File: config.mk
export PLATFORM = sky130hd
export DESIGN_NAME = ram
export DESIGN_NICKNAME = d
export VERILOG_FILES = /design/src/rtl/ram.sv
export SDC_FILE = /design/constraint.sdc
export NUM_CORES = 1
export LEC_CHECK = 0
export ABC_AREA = 1
export CORE_ASPECT_RATIO = 0.7
export CORE_UTILIZATION = 58
export DETAILED_ROUTE_END_ITERATION = 12
export GPL_TIMING_DRIVEN = 0
export MAX_ROUTING_LAYER = met4
export PLACE_DENSITY = 0.87
export SLEW_MARGIN = 15
export SYNTH_ARGS = -nofsm -noshare
export SYNTH_HDL_FRONTEND = slang
export SYNTH_SLANG_ARGS = --single-unit
File: constraint.sdc
create_clock -name clk -period 2.4 [get_ports clk]
set_clock_uncertainty 0.1 [all_clocks]
set_input_delay 0.6 -clock clk [delete_from_list [all_inputs] [get_ports clk]]
set_output_delay 0.6 -clock clk [all_outputs]
set_load 0.05 [all_outputs]
File: src/rtl/ram.sv
`default_nettype none
//------------------------------------------------------------------------------
// Module      : ram
// Description : Single-port synchronous RAM used as the general-purpose
//               data/instruction store of the processor cores. One shared
//               address, one write port and one registered read port.
//               Writes commit on the rising clk edge. Reads have a 1-cycle
//               latency and are write-first: the word being written appears
//               on dataOut the cycle after the write.
// Ports       : clk     - clock, all state changes on the rising edge
//               rst     - synchronous active-high reset. It clears dataOut
//                         and blocks writes. It never clears stored words.
//               wrEn    - write enable
//               address - word address shared by read and write
//               dataIn  - write data
//               dataOut - registered read data
// Config      : RAM_INIT_ZERO_EN - when defined, every word powers up as 0.
//               When undefined, the array is left uninitialised.
// Revision    : 1.0 - initial release
//------------------------------------------------------------------------------
module ram #(
  parameter int DATA_WIDTH = 12,
  parameter int DEPTH      = 8,
  parameter int ADDR_WIDTH = $clog2(DEPTH)
) (
  input  logic                  clk,
  input  logic                  rst,
  input  logic                  wrEn,
  input  logic [ADDR_WIDTH-1:0] address,
  input  logic [DATA_WIDTH-1:0] dataIn,
  output logic [DATA_WIDTH-1:0] dataOut
);

  // The power-up value of 0 comes from a declaration initialiser.
  // The array itself has no reset.
  logic [DATA_WIDTH-1:0] r_dataOut = '0;
  logic                  w_inRange;

`ifdef RAM_INIT_ZERO_EN
  logic [DATA_WIDTH-1:0] r_mem [0:DEPTH-1] = '{default: '0};
`else
  logic [DATA_WIDTH-1:0] r_mem [0:DEPTH-1];
`endif

  // When the address space covers exactly DEPTH words, every address is valid.
  // In that case no comparator is built.
  generate
    if (DEPTH == (1 << ADDR_WIDTH)) begin : g_fullRange
      assign w_inRange = 1'b1;
    end else begin : g_partialRange
      localparam logic [ADDR_WIDTH:0] c_DEPTH = (ADDR_WIDTH + 1)'(DEPTH);
      assign w_inRange = ({1'b0, address} < c_DEPTH);
    end
  endgenerate

  // Array write. rst takes priority, so a reset cycle never corrupts stored data.
  always_ff @(posedge clk) begin
    if (!rst && wrEn && w_inRange) begin
      r_mem[address] <= dataIn;
    end
  end

  // Registered read port (write-first). Out-of-range accesses read as 0.
  always_ff @(posedge clk) begin
    if (rst) begin
      r_dataOut <= '0;
    end else if (!w_inRange) begin
      r_dataOut <= '0;
    end else if (wrEn) begin
      r_dataOut <= dataIn;
    end else begin
      r_dataOut <= r_mem[address];
    end
  end

  assign dataOut = r_dataOut;

endmodule
`default_nettype wire

Yosys cells after proc, flatten, opt, wreduce, memory -nomap -nowiden --
Memories as Yosys holds them, arrays and structs flattened. A register that Yosys moved wholly into a read port is not among the register bits. Cells that the tools add are included.
Word-level totals: output and inout bits 12, memories 1, bits of input ports 18, flip-flop bits (word level) 0, logic and storage cells 5, RAM bits 96
Memory list:
- r_mem | words 8, bits a word 12, read ports 1, clocked after Yosys merged registers in 1, wr ports 1, RTL line 42 | logic [DATA_WIDTH-1:0] r_mem [0:DEPTH-1];
Operators by class: reduce and logical (&&, ||, !) cells 2, multiplexer cells 2
Operator list (count):
- 1-bit two-way mux | 2
- 1-bit logical AND | 1
- 1-bit logical NOT | 1

Logic depth before layout (Yosys ltp) --
depth after elaboration 4, mapped depth 9, gate-level depth less buffers 6

Worst setup path after synthesis --
Ideal clock, no wire load.
path type input to register, start point in address[0], end point mem r_mem[2][0] (enable), arrival time 1658 ps, setup slack 262 ps, library setup time 380 ps, stages 6, data required time 1920 ps, cell sequence buf_4 -> inv_2 -> buf_6 -> buf_6 -> nand2_1 -> nor2_1
RTL lines:
- start, declared | RTL line 29 | input logic [ADDR_WIDTH-1:0] address,
- end, declared | RTL line 42
No word-level cell before the write port.

Worst setup path in the final report --
start point in address[1], end point mem r_mem[3][2] (enable)
No word-level cell before the write port.

==> run summary <==
The total of buffers placed on input and output ports is 28, and the logic gate share of total power is 10.4%. In this run the worst hold path is classified as flop to flop. Based on the critical path, the design can be clocked at up to 423 MHz.

The run gives 0 as the setup violation total in the final timing report. The last weighted congestion value of the routability-driven placer is 0.883. The setup path with the least slack is of type primary input to flop. The initial antenna violation count was 0; the proportion of synthesized area in mux cells was 0%. TritonCTS built the clock tree. The tool flagged a number of max-cap violations equal to 0. Clock-pin slew was measured on the worst setup and hold paths at 0.10 ns. The run gives 0 as the overflow left after global routing. For the internal power of the cells, the log shows 2.59 mW. For the worst-skew pair later-pin latency, the log shows 0.37 ns. Of the total synthesized cell area, the portion taken by XOR and XNOR cells is 0%. The run gives 35.8% as the met1 track utilization from global routing. Sequential elements use 69.6% of the synthesized area. The power per unit of standard cell area came out at 661 nW/um2. The logs give 5 for the first-pass iteration count of the detailed router and 0 for the final antenna-violating net count. In this run the static leakage power is 2.16 nW. The logs give 2 for the number of buffers on the longest clock path and 2.32 ns for the worst endpoint required time.

Cells fill 70.2% of the core in the end. Final clock period utilization by the worst path: 98.5%. The endpoint of the most critical register-to-register path was dataOut[2].

Setup slack on the worst reg-to-reg path comes out at 1.32 ns. The CTS sink count is 108. The Yosys step of the flow raised 0 warnings. For the final count of hold timing violations, the log shows 0. Prior to clock tree synthesis, the placed netlist has a worst setup slack of -0.780 ns.

Global routing used 45.0% of the available met2 tracks. The number of buffers created by CTS came out at 9. The startpoint of the most critical hold path was r_mem[0][10]. Summing the areas of all fa, ha and maj instances in the mapped netlist gives 0% of the synthesized area. The max-slew violation total from the final report is 0, and the number of flip-flops and latches in the synthesized netlist is 108. For the portion of total power attributed to sequential cells, the log shows 61.4%. The number of nets handed over by synthesis was 444.

Source of the worst register-to-register timing path: r_mem[6][2]. The setup slack of the critical path after layout came out at 0.0371 ns. With fillers left out, the area of the finished cells amounts to 5180 um2. Number of DRC markers in iteration 0: 263. In this run, the clock network consumes 28.1% of the power. Once placement completed, the tool counted placed cells totaling 552. Layout overhead on the synthesized area: 15.4%. By area the synthesized netlist is led by sky130_fd_sc_hd__edfxtp_1 (64%), sky130_fd_sc_hd__nand2_1 (8.2%), sky130_fd_sc_hd__inv_1 (7.5%), sky130_fd_sc_hd__dfxtp_1 (5.4%), sky130_fd_sc_hd__nand3_1 (5.4%).

The path with the worst hold slack has its endpoint at dataOut[10]. Area share of the largest cell type after synthesis: 64.2%. Global routing consumed, on the met3 layer, 7.27% of the routing resources.

Together, buffers and inverters on the worst path number 4. The signal on the critical path passes through clkdlybuf4s50_1, inv_1, nor2_2, buf_4, inv_1, nor2_4. The proportion of total power due to net switching came out at 24.4%. The die span in y was 75.6 um. The initial utilization of the core area, before any placement, comes to 60.8%. The flow ran to the end, and the final reports show no timing, DRC or antenna violations. The logs give 487 for the final net count and 6160 um for the half-perimeter wire length after detailed placement. Counting distinct cell types in the post-synthesis netlist gives 16. In the final layout, the share of cells above drive strength 1 is 8.65%. The layout has 546 filler cells.

VDD sags by at most 0.468 mV. The logs give 4490 um2 for the summed instance area of the synthesized netlist and 10200 um for the detailed-route wire length. The floorplan step defined a die boundary enclosing 8100 um2. Summing the areas of all compound-gate instances in the mapped netlist gives 3.23% of the synthesized area. The number of cells on the worst reg-to-reg path is 6. After floorplanning, the core was sized to cover 7380 um2. Global routing used 28.5% of the available tracks. In this run the number of cells on the critical path is 6. The total number of vias was 3087; the largest net degree at the start of global routing was 17. On the critical path, the stage with the largest delay is an instance of sky130_fd_sc_hd__clkdlybuf4s50_1. The synthesized area per cell is 10.5 um2, and the simple-gate share of the synthesized area is 16.9%.

By area, the combinational part of the netlist is dominated by simple AND/OR/NAND/NOR gates. Measured along the x axis, the die boundary spans 107 um. 30 I/O pins were placed.

The number of global-route vias before repair was 2953. Area occupied by registers: 3120 um2. The run gives 4910 um2 as the instance area after placement. After technology mapping, the gate count stands at 426. The run gives 0 as the antenna diode instance count.

The largest area contributor in the synthesized netlist was sky130_fd_sc_hd__edfxtp_1. The clock tree synthesis step divided the H-tree into 3 levels. Dividing the detail-routed wire length by the instance count gives 17.8 um.

The number of hold buffers added after CTS was 0. The tools report the net load switching power as 836 uW. The run gives 15400 um as the global-route wire length before repair. In this run the worst path has a maximum fanout of 12.

The number of rows created at floorplan came out at 26. The tools report the arrival time at the worst endpoint as 2.28 ns. In this design, the stage delay of the slowest critical-path cell is 0.56 ns.

The run gives 965 um2 as the area of the multi-input gates. The most heavily used metal layer in global routing was met2. The tools report the cell at the root of the clock tree as sky130_fd_sc_hd__clkbuf_8. The worst setup path is launched from a primary input. Worst slack on hold paths: 0.514 ns. In this design, the largest share of critical-path delay is due to buffers and inverters. The worst hold path was traced through 4 stages. The DRC violation count after routing was 0. The worst-margin pin slew works out to 0.680 ns. The capturing element type of the critical path is a flop. The detail-routed via count per cell came out at 5.40.

Leaving out filler cells and counting taps, the final layout contains 572. Measured against its own limit, the worst slew margin works out to 54.7%. The most numerous cell type found on the critical path is sky130_fd_sc_hd__inv_1. After layout, the minimum clock period comes to 2.36 ns.
-- worst max-delay path by stage --
| stage | from | endpoint |
|---|---|---|
| 6_report | address[1] | r_mem[3][2] |
| 5_1_grt | address[1] | r_mem[3][3] |
| 4_1_cts | address[1] | r_mem[2][3] |
| 3_5_place_dp | address[2] | r_mem[5][6] |
| 3_3_place_gp | address[1] | r_mem[0][9] |
| 2_1_floorplan | address[0] | r_mem[2][0] |
-- layer usage --
metal	vias to the layer above	part of all wire [%]	wire [um]
li1	1449	-	-
met1	1441	39	3960
met2	173	47	4830
met3	24	12	1190
met4	0	2.0	199
met5	-	0	0
-- synth_stat cells --
master	instances
sky130_fd_sc_hd__edfxtp_1	96
sky130_fd_sc_hd__buf_2	6
sky130_fd_sc_hd__buf_6	4
sky130_fd_sc_hd__nor2_2	2
sky130_fd_sc_hd__dfxtp_1	12
sky130_fd_sc_hd__clkinv_1	1
sky130_fd_sc_hd__inv_2	1
sky130_fd_sc_hd__o21ai_1	2
sky130_fd_sc_hd__buf_4	4
sky130_fd_sc_hd__nor2_1	37
sky130_fd_sc_hd__clkbuf_1	3
sky130_fd_sc_hd__nand3_1	48
sky130_fd_sc_hd__inv_1	90
sky130_fd_sc_hd__nand2_1	98
sky130_fd_sc_hd__o211ai_1	10
sky130_fd_sc_hd__o21ai_0	12
-- power groups by stage --
stage,sequential (mW),clock [mW],combinational [mW]
floorplan,2.20,0,0.140
global placement,2.15,0,0.327
detailed placement,2.15,0,0.341
CTS,2.10,0.973,0.347
global route,2.11,1.03,0.383
finish,2.10,0.963,0.357
-- per-stage QoR --
| stage | power, mW | TNS [ns] |
|---|---|---|
| 2_1_floorplan | 2.34 | 0 |
| 3_3_place_gp | 2.47 | -67.20 |
| 3_5_place_dp | 2.49 | -50.20 |
| 4_1_cts | 3.42 | 0 |
| 5_1_grt | 3.52 | -0.0184 |
| 6_report | 3.42 | 0 |
-- cells by family (layout without fill, tap and decap cells) --
family | after synthesis | count (layout)
simple gates | 185 | 185
buf+inv | 109 | 157
flops | 108 | 108
compound gates | 24 | 24
-- state kept, by name (all words and copies together) (netlist names) --
| signal | cells |
|---|---|
| r_mem | 96 |
| dataOut | 12 |
-- cell usage in the layout, fill, tap and decap left out, types with 7 or more instances in the layout --
master	count
sky130_fd_sc_hd__edfxtp_1	96
sky130_fd_sc_hd__dfxtp_1	12
sky130_fd_sc_hd__inv_1	90
sky130_fd_sc_hd__clkdlybuf4s50_1	28
sky130_fd_sc_hd__nand2_1	98
sky130_fd_sc_hd__clkbuf_1	7
sky130_fd_sc_hd__clkbuf_8	9
sky130_fd_sc_hd__o21ai_0	12
sky130_fd_sc_hd__nor2_4	8
sky130_fd_sc_hd__nor2_1	29
sky130_fd_sc_hd__o211ai_1	10
sky130_fd_sc_hd__nand3_1	48
-- final cells by class --
class	count	share of cell area (%)
clock buffer	13	2.68
tap	98	2.37
buffer	17	2.25
clock inverter	3	0.459
timing repair buffer	32	6.71
inverter	92	6.66
multi-input combinational	209	18.6
sequential	108	60.3
-- tightest hold or removal path, cell delays in order, from the launching register on --
cell                       delay, ns
sky130_fd_sc_hd__edfxtp_1       0.34
sky130_fd_sc_hd__o211ai_1       0.08
sky130_fd_sc_hd__nand2_1        0.06
sky130_fd_sc_hd__nor2_1         0.04
sky130_fd_sc_hd__nor2_1         0.06
-- repair_timing --
action,CTS,global route
pin swaps,0,2
endpoints found under the setup margin,72,60
gates cloned,0,0
buffers inserted,0,4
gates resized for setup,8,2
No activity file was read; power rests on OpenSTA's default activity.
